`src/rtl/mem_req_engine.sv`:
```
// Request sequencer in front of the scratch memory: streams MWr payload into MEM
// one DW per cycle and returns MRd contents as a valid/ready completion stream.
module mem_req_engine #(
  parameter int DEPTH      = 32,
  parameter int DATA_WIDTH = 32,
  parameter int LEN_WIDTH  = 6,
  localparam int ADDR_WIDTH = $clog2(DEPTH)
) (
  input  logic                  clk,
  input  logic                  rst,
  input  logic                  req_valid,
  output logic                  req_ready,
  input  logic                  req_is_write,
  input  logic [ADDR_WIDTH-1:0] req_addr,
  input  logic [LEN_WIDTH-1:0]  req_len,
  output logic                  req_err,
  input  logic                  wdata_valid,
  output logic                  wdata_ready,
  input  logic [DATA_WIDTH-1:0] wdata,
  output logic                  cpl_valid,
  input  logic                  cpl_ready,
  output logic [DATA_WIDTH-1:0] cpl_data,
  output logic                  cpl_last,
  output logic [ADDR_WIDTH-1:0] mem_address,
  output logic [DATA_WIDTH-1:0] mem_data_in,
  output logic                  mem_wr_en,
  input  logic [DATA_WIDTH-1:0] mem_data_out,
  output logic                  busy
);

  typedef enum logic [1:0] {
    IDLE  = 2'd0,
    WRITE = 2'd1,
    READ  = 2'd2
  } state_t;

  state_t                state_reg, state_next;
  logic [ADDR_WIDTH-1:0] cur_addr_reg, cur_addr_next;
  logic [LEN_WIDTH-1:0]  remaining_reg, remaining_next;
  logic                  req_err_reg, req_err_next;

  always_ff @(posedge clk) begin
    if (!rst) begin
      state_reg     <= IDLE;
      cur_addr_reg  <= '0;
      remaining_reg <= '0;
      req_err_reg   <= 1'b0;
    end else begin
      state_reg     <= state_next;
      cur_addr_reg  <= cur_addr_next;
      remaining_reg <= remaining_next;
      req_err_reg   <= req_err_next;
    end
  end

  always_comb begin
    state_next     = state_reg;
    cur_addr_next  = cur_addr_reg;
    remaining_next = remaining_reg;
    req_err_next   = 1'b0;
    req_ready      = 1'b0;
    wdata_ready    = 1'b0;
    cpl_valid      = 1'b0;
    cpl_last       = 1'b0;
    mem_wr_en      = 1'b0;

    case (state_reg)
      IDLE: begin
        req_ready = 1'b1;
        if (req_valid) begin
          if (req_len != '0) begin
            cur_addr_next  = req_addr;
            remaining_next = req_len;
            state_next     = req_is_write ? WRITE : READ;
          end else begin
            req_err_next = 1'b1;
          end
        end
      end
      WRITE: begin
        wdata_ready = 1'b1;
        mem_wr_en   = wdata_valid;
        if (wdata_valid) begin
          cur_addr_next  = cur_addr_reg + ADDR_WIDTH'(1);
          remaining_next = remaining_reg - LEN_WIDTH'(1);
          if (remaining_reg == LEN_WIDTH'(1)) state_next = IDLE;
        end
      end
      READ: begin
        cpl_valid = 1'b1;
        cpl_last  = (remaining_reg == LEN_WIDTH'(1));
        if (cpl_ready) begin
          cur_addr_next  = cur_addr_reg + ADDR_WIDTH'(1);
          remaining_next = remaining_reg - LEN_WIDTH'(1);
          if (remaining_reg == LEN_WIDTH'(1)) state_next = IDLE;
        end
      end
      default: state_next = IDLE;
    endcase

    // Handshake outputs are squelched while reset is held so a burst aborts at once.
    if (!rst) begin
      req_ready   = 1'b0;
      wdata_ready = 1'b0;
      cpl_valid   = 1'b0;
      cpl_last    = 1'b0;
      mem_wr_en   = 1'b0;
    end
  end

  assign req_err     = req_err_reg;
  assign mem_address = cur_addr_reg;
  assign mem_data_in = wdata;
  assign cpl_data    = mem_data_out;
  assign busy        = rst && (state_reg != IDLE);

endmodule

```
`config.mk`:
```
export PLATFORM = sky130hd
export DESIGN_NAME = mem_req_engine
export DESIGN_NICKNAME = d
export VERILOG_FILES = /design/src/rtl/mem_req_engine.sv
export SDC_FILE = /design/constraint.sdc
export NUM_CORES = 1
export LEC_CHECK = 0
export ABC_AREA = 1
export CAP_MARGIN = 30
export CORE_UTILIZATION = 31
export CTS_BUF_LIST = sky130_fd_sc_hd__clkbuf_8 sky130_fd_sc_hd__clkbuf_16
export CTS_CLUSTER_DIAMETER = 100
export CTS_CLUSTER_SIZE = 25
export DETAILED_ROUTE_END_ITERATION = 12
export GPL_TIMING_DRIVEN = 0
export PLACE_DENSITY = 0.9
export SYNTH_ARGS = -nofsm -noshare
export SYNTH_HDL_FRONTEND = slang
export SYNTH_SLANG_ARGS = --single-unit
```
`constraint.sdc`:
```
create_clock -name clk -period 2.45 [get_ports clk]
set_input_delay 0.245 -clock clk [delete_from_list [all_inputs] [get_ports clk]]
set_output_delay 0.245 -clock clk [all_outputs]
set_load 0.02 [all_outputs]
```
==> metrics.md, run 1 <==
| Metric | Value |
|---|---|
| Root Driver | clkbuf_8 |
| CTS Buffer Depth | 2 |
| Crit end category | output port |
| Main combinational cell family by area after synthesis | buffers and inverters |
| Total grt overflow | 0 |
| Seq/Total Area, Yosys | 0.191 |
| TNS Setup | 0 ns |
| Synthesized flop and latch total | 14 |
| # setup viols final | 0 |
| MaxCap Viol Count | 0 |
| P_leak | ~1.2 nW |
| Layout cells sized above 1 | 0.289 |
| Clock sinks | 14 |
| CP Max Fanout | 4 |
| 1st-iter DRT viols | 52 |
| Slew headroom | 0.839 |
| Final Max Tran Viols | 0 |
| Hold path depth | 3 |
| CP startpoint kind | flop |
| Full die area | 0.00502 mm2 |
| Routability congestion estimate | 0.833 |
| Post-route DRC | 2 |
| Power Density | 736 mW/mm2 |
| Post-Syn Area | around 0.0015 mm2 |
| First-pass GRT wire length | about 5800 um |
| I/O pin count | around 160 |
| Reg2reg path depth | 9 |
| Min-Delay Path Class | input pin to flop |
| Clock skew | 0.00250 ns |
| Tmin final | just under 2 ns |
| Slew of the pin with the lowest slew margin | 0.241 ns |
| Worst vdd ir | 0.000320 V |
| Max reg flops | 6 |
| Area Overhead vs Synth | 69.2% |
| Avg Vias per Cell | ~4.3 |
| Setup WS post-layout | 0.460 ns |
| Nets@finish | about 400 |
| Initial Util | 0.331 |
| Post-synthesis compound-gate area fraction | 0.0953 |
| DRT antenna net count | 0 |
| Drt first pass iters | 12 |
| Reg clk slew, reported paths | 0.05 ns |
| Kind of critical path | flop to output port |
| Setup repair bufs after CTS | 0 |
| Max Clk Rate | ~500 MHz |
| Initial antenna violation count | 0 |
| Critical path startpoint | state_reg[0]$_SDFFE_PN0P_ |
| Die Y | 70.9 um |
| Status | finished with violations |
| CTS tree | yes |
| Total vias in the final route | between 1500 and 2000 |
| Post-synthesis adder-cell area fraction | 0.0596 |
| Simple logic cell fraction of the synthesized area | 0.247 |
| Dpl ws | 0.729 ns |
| Worst skew pair latency | 0.24 ns |
| Row Count | 24 |
| YS warnings | 0 |
| Final Cycle Share | 0.812 |
| Pin count of the biggest net entering global routing | 11 |
| DP HPWL | roughly 3000 um |
| Post-Syn Area per Cell | 6.77 um2 |
| Unrepaired setup endpoints after global routing | no |
| Core outline area | 0.00444 mm2 |
| Fraction of synthesized cell area in xor and xnor cells | 0.00596 |
| Post-cts gate resize count | 0 |
| Number of hold buffers added after CTS | 0 |
| Chip width | 70.9 um |
| Failing checks | DRC |
| Multiplexer share of the synthesized area | 0 |
| Worst Path Required | 2.20 ns |
| Total track usage | 0.139 |
| Port Buffer Count | 91 |
| Vias in the first global route | 1358 |
| Worst Min Path Start | rst |
| Worst r2r src | state_reg[0]$_SDFFE_PN0P_ |
| Final count of hold timing violations | 0 |
| Num CTS Buffers | 3 |
| Drt total wl | ~3700 um |
| WL per Instance | between 10 and 15 um |
| N_diodes | 0 |
| Post-synth cell types | 22 |
| Synth Net Count | 305 |
| Worst EP arrival | about 1.7 ns |
| Htree depth | 1 |
| Post-Synthesis Cells | 217 |
-- worst paths after layout --
kind                                                       to  slack, ns
worst max-delay path                                req_ready       0.46
worst min-delay path            remaining_reg[5]$_SDFFE_PN0P_       0.34
worst max register to register  remaining_reg[3]$_SDFFE_PN0P_       0.82
worst min register to register    mem_address[4]$_SDFFE_PN0P_       0.49
-- cell type report --
class	instances	area, um2
well taps	52	65.1
clock buffers	3	41.3
inverters	21	78.8
plain buffers	68	512
flip-flops and latches	14	280
repair buffers	91	911
fillers	427	1960
multi-input cells	114	599
-- per-layer routing --
| metal | global-route usage | part of all wire | wire length, um | vias to the layer above |
|---|---|---|---|---|
| li1 | - | - | - | 805 |
| met1 | 0.160 | 0.41 | 1500 | 663 |
| met2 | 0.255 | 0.49 | 1810 | 88 |
| met3 | 0.0413 | 0.096 | 352 | 4 |
| met4 | 0.0267 | 0.0068 | 25 | 0 |
| met5 | 0 | 0 | 0 | - |
-- logic make-up (layout without fill, tap and decap cells) --
logic type,after synthesis,in the layout
buffers and inverters,89,183
and+or+nand+nor,80,80
AOI/OAI and AO/OA,26,26
DFF,14,14
adders and majority gates,7,7
xor gates and xnor gates,1,1
-- cells in the final DEF (no fill, tap or decap), types with 2 or more instances in the layout --
cell type | Yosys | final
or2_2 | 2 | 2
inv_2 | 3 | 3
ha_1 | 7 | 7
a22oi_1 | 2 | 2
nand4_1 | 4 | 4
inv_1 | 18 | 18
nand2_1 | 37 | 37
o21ai_0 | 13 | 13
nand2_2 | 7 | 7
clkbuf_8 | 0 | 3
buf_4 | 66 | 66
nor2_2 | 5 | 5
clkdlybuf4s50_1 | 0 | 91
nor2_1 | 15 | 15
nand3_1 | 8 | 8
dfxtp_1 | 14 | 14
a21oi_1 | 9 | 9
-- worst max-delay path, stage by stage (launching register included) --
cell and delay (ns):
dfxtp_1 0.33, inv_1 0.11, ha_1 0.24, nand2_1 0.13
inv_1 0.10, clkdlybuf4s50_1 0.60
-- stage by stage --
step | hold WS [ns] | util | instance area [um2] | power, mW | cells
after floorplan | 0.387 | - | 1470 | 1.26 | 217
after detailed placement | 0.486 | 0.550 | 2450 | 1.64 | 360
after global routing | 0.340 | 0.560 | 2490 | 2.00 | 363
final | 0.340 | 0.560 | 2490 | 1.83 | 363
after CTS | 0.334 | 0.560 | 2490 | 1.84 | 363
after global placement | 0.473 | 0.550 | 2450 | 1.61 | 360
-- report_power, final --
part           internal [mW]  leakage (nW)  total (mW)  switching, mW
clock                  0.109        0.0216       0.182         0.0740
sequential             0.321         0.116       0.417         0.0955
combinational          0.559          1.04        1.23          0.672
total                  0.988          1.18        1.83          0.841
-- synth_stat cells --
| cell | n | share of area |
|---|---|---|
| inv_1 | 18 | 0.046 |
| a22oi_1 | 2 | 0.010 |
| nand4_1 | 4 | 0.017 |
| a21oi_2 | 1 | 0.0060 |
| inv_2 | 3 | 0.0077 |
| buf_2 | 1 | 0.0034 |
| nand3_1 | 8 | 0.027 |
| nor3_1 | 1 | 0.0034 |
| nand2_2 | 7 | 0.030 |
| nand3_2 | 1 | 0.0068 |
| dfxtp_1 | 14 | 0.19 |
| nand2_1 | 37 | 0.094 |
| or2_2 | 2 | 0.0085 |
| a31oi_1 | 1 | 0.0043 |
| nor2_1 | 15 | 0.038 |
| nor2_2 | 5 | 0.021 |
| ha_1 | 7 | 0.060 |
| buf_4 | 66 | 0.34 |
| a21oi_1 | 9 | 0.031 |
| o21ai_0 | 13 | 0.044 |
| buf_6 | 1 | 0.0077 |
| xor2_1 | 1 | 0.0060 |
(Power assumes the default switching activity.)
==> inputs of run 2 (changes only) <==
CORE_UTILIZATION = 29   (was 31)
PLACE_DENSITY = 0.85   (was 0.9)
clock period = 1.9 ns   (was 2.45 ns; I/O delays follow)
==> metrics.md, run 2 (synthesis results as in run 1) <==
| Metric | Value |
|---|---|
| Max Clk Rate | 561 MHz |
| Setup slack, reg-to-reg | 0.30 ns (-0.52 ns) |
| Final count of hold timing violations | 0 (unchanged) |
| TNS Setup | 0 ns (unchanged) |
| Total vias in the final route | 1571 (+0.71%) |
| Nets@finish | 401 (unchanged) |
| Design Area, Final | 0.00251 mm2 (+0.86%) |
| Area Overhead vs Synth | 70.6% |
| Final Max Tran Viols | 0 (unchanged) |
| Drt total wl | 3670 um (-0.19%) |
| Critical path startpoint | state_reg[0]$_SDFFE_PN0P_ |
| Worst Path Required | 1.71 ns (-0.49 ns) |
| Total track usage | 0.128 (-0.0110) |
| Worst vdd ir | 0.000358 V (+12%) |
| MaxCap Viol Count | 0 (unchanged) |
| P_leak | 1.22 nW (+3.6%) |
| Num CTS Buffers | 3 (unchanged) |
| Min-Delay Path Class | input pin to flop |
| Reg clk slew, reported paths | 0.06 ns (about the same) |
| Layout cells sized above 1 | 0.289 (unchanged) |
| Slew of the pin with the lowest slew margin | 0.261 ns (+0.0192 ns) |
| Worst skew pair latency | 0.25 ns (about the same) |
| Slew headroom | 0.826 (-0.0128) |
| Full die area | 0.00536 mm2 (+6.7%) |
| CTS Buffer Depth | 2 (unchanged) |
| Clock skew | 0.00106 ns (-0.00144 ns) |
| Tmin final | 1.78 ns |
| CTS tree | yes |
| Routability congestion estimate | 0.798 (-4.2%) |
| Status | finished, final reports clean |
| CP startpoint kind | flop |
| Row Count | 25 (+4.2%) |
| DP HPWL | 3050 um (+0.12%) |
| Htree depth | 1 (unchanged) |
| Initial Util | 0.307 (-0.0236) |
| Number of hold buffers added after CTS | 0 (unchanged) |
| Unrepaired setup endpoints after global routing | no |
| Total grt overflow | 0 (unchanged) |
| Root Driver | clkbuf_8 |
| Most common cell after layout, fill and taps aside | clkdlybuf4s50_1 |
| Power Density | 940 mW/mm2 (+28%) |
| Port Buffer Count | 91 (unchanged) |
| Post-route DRC | 0 (-2) |
| DRT antenna net count | 0 (unchanged) |
| Clock sinks | 14 (unchanged) |
| CP Max Fanout | 3 (-1) |
| Vias in the first global route | 1412 (+4.0%) |
| Chip width | 73.2 um (+3.3%) |
| I/O pin count | 157 (unchanged) |
| # setup viols final | 0 (unchanged) |
| Placed Area | 0.00246 mm2 (+0.77%) |
| Worst r2r src | state_reg[0]$_SDFFE_PN0P_ |
| Most frequent cells in the layout | 87 x clkdlybuf4s50_1, 66 x buf_4, 37 x nand2_1 |
| Setup repair bufs after CTS | 0 (unchanged) |
| Initial antenna violation count | 0 (unchanged) |
| Final Cycle Share | 0.938 |
| Core outline area | 0.00479 mm2 (+7.7%) |
| Max reg flops | 6 (unchanged) |
| Post-cts gate resize count | 2 (+2) |
| WL per Instance | 9.71 um (-4.2%) |
| First-pass GRT wire length | 5440 um (-6.2%) |
| Pin count of the biggest net entering global routing | 11 (unchanged) |
| Die Y | 73.2 um (+3.3%) |
| Layout Utilization | 0.524 (-0.0355) |
| Kind of critical path | flop to output port |
| Worst EP arrival | 1.59 ns (-0.15 ns) |
| Crit end category | output port |
| N_diodes | 0 (unchanged) |
| Avg Vias per Cell | 4.16 (-3.3%) |
| Drt first pass iters | 4 (-8) |
| Worst Min Path Start | rst |
| 1st-iter DRT viols | 61 (+17%) |
-- run 2: cell types whose count changed in the layout (fill, tap and decap cells not counted), sizes merged --
| cell | previous run | this run |
|---|---|---|
| clkdlybuf4s50 | 91 | 87 |
| dlygate4sd2 | 0 | 2 |
| dlymetal6s2s | 0 | 2 |
-- run 2: worst max-delay path: stages, from the launching register on --
cell and delay [ns]:
dfxtp_1 0.33, inv_1 0.12, ha_1 0.19, nand2_1 0.07, inv_1 0.05, clkdlybuf4s50_1 0.59
-- run 2: worst paths after layout --
kind / endpoint / cells past startpoint
hold / removal: remaining_reg[5]$_SDFFE_PN0P_ / 3
setup reg to reg: remaining_reg[3]$_SDFFE_PN0P_ / 9
setup / recovery: cpl_valid / 5
hold reg to reg: mem_address[4]$_SDFFE_PN0P_ / 2
-- run 2: layer usage --
metal  wire (um)  GRT usage
met2        1780      0.237
met4          79     0.0632
met3         349     0.0207
met1        1460      0.140
met5           0          0
-- run 2: area by class of cell --
cell class	instances	area (um2)
Timing Repair Buffer	91	913
Sequential cell	14	280
Inverter	21	78.8
Multi-Input combinational cell	114	599
Tap cell	67	83.8
Fill cell	444	2280
Clock buffer	3	41.3
Buffer	68	512
-- run 2: report_power, final --
part	leakage, nW	internal [mW]	switching [mW]	total [mW]
Combinational	1.09	0.709	0.867	1.58
Sequential	0.116	0.414	0.119	0.533
Clock	0.0216	0.140	0.107	0.248
-- run 2: stage by stage --
| step | hold WS (ns) | cells | setup slack (ns) | power (mW) |
|---|---|---|---|---|
| 2_1_floorplan | 0.332 | 217 | 0.503 | 1.63 |
| 3_3_place_gp | 0.477 | 375 | 0.282 | 2.08 |
| 3_5_place_dp | 0.476 | 375 | 0.266 | 2.12 |
| 4_1_cts | 0.271 | 378 | 0.00375 | 2.36 |
| 5_1_grt | 0.294 | 378 | 0.0102 | 2.58 |
| 6_report | 0.271 | 378 | 0.119 | 2.36 |
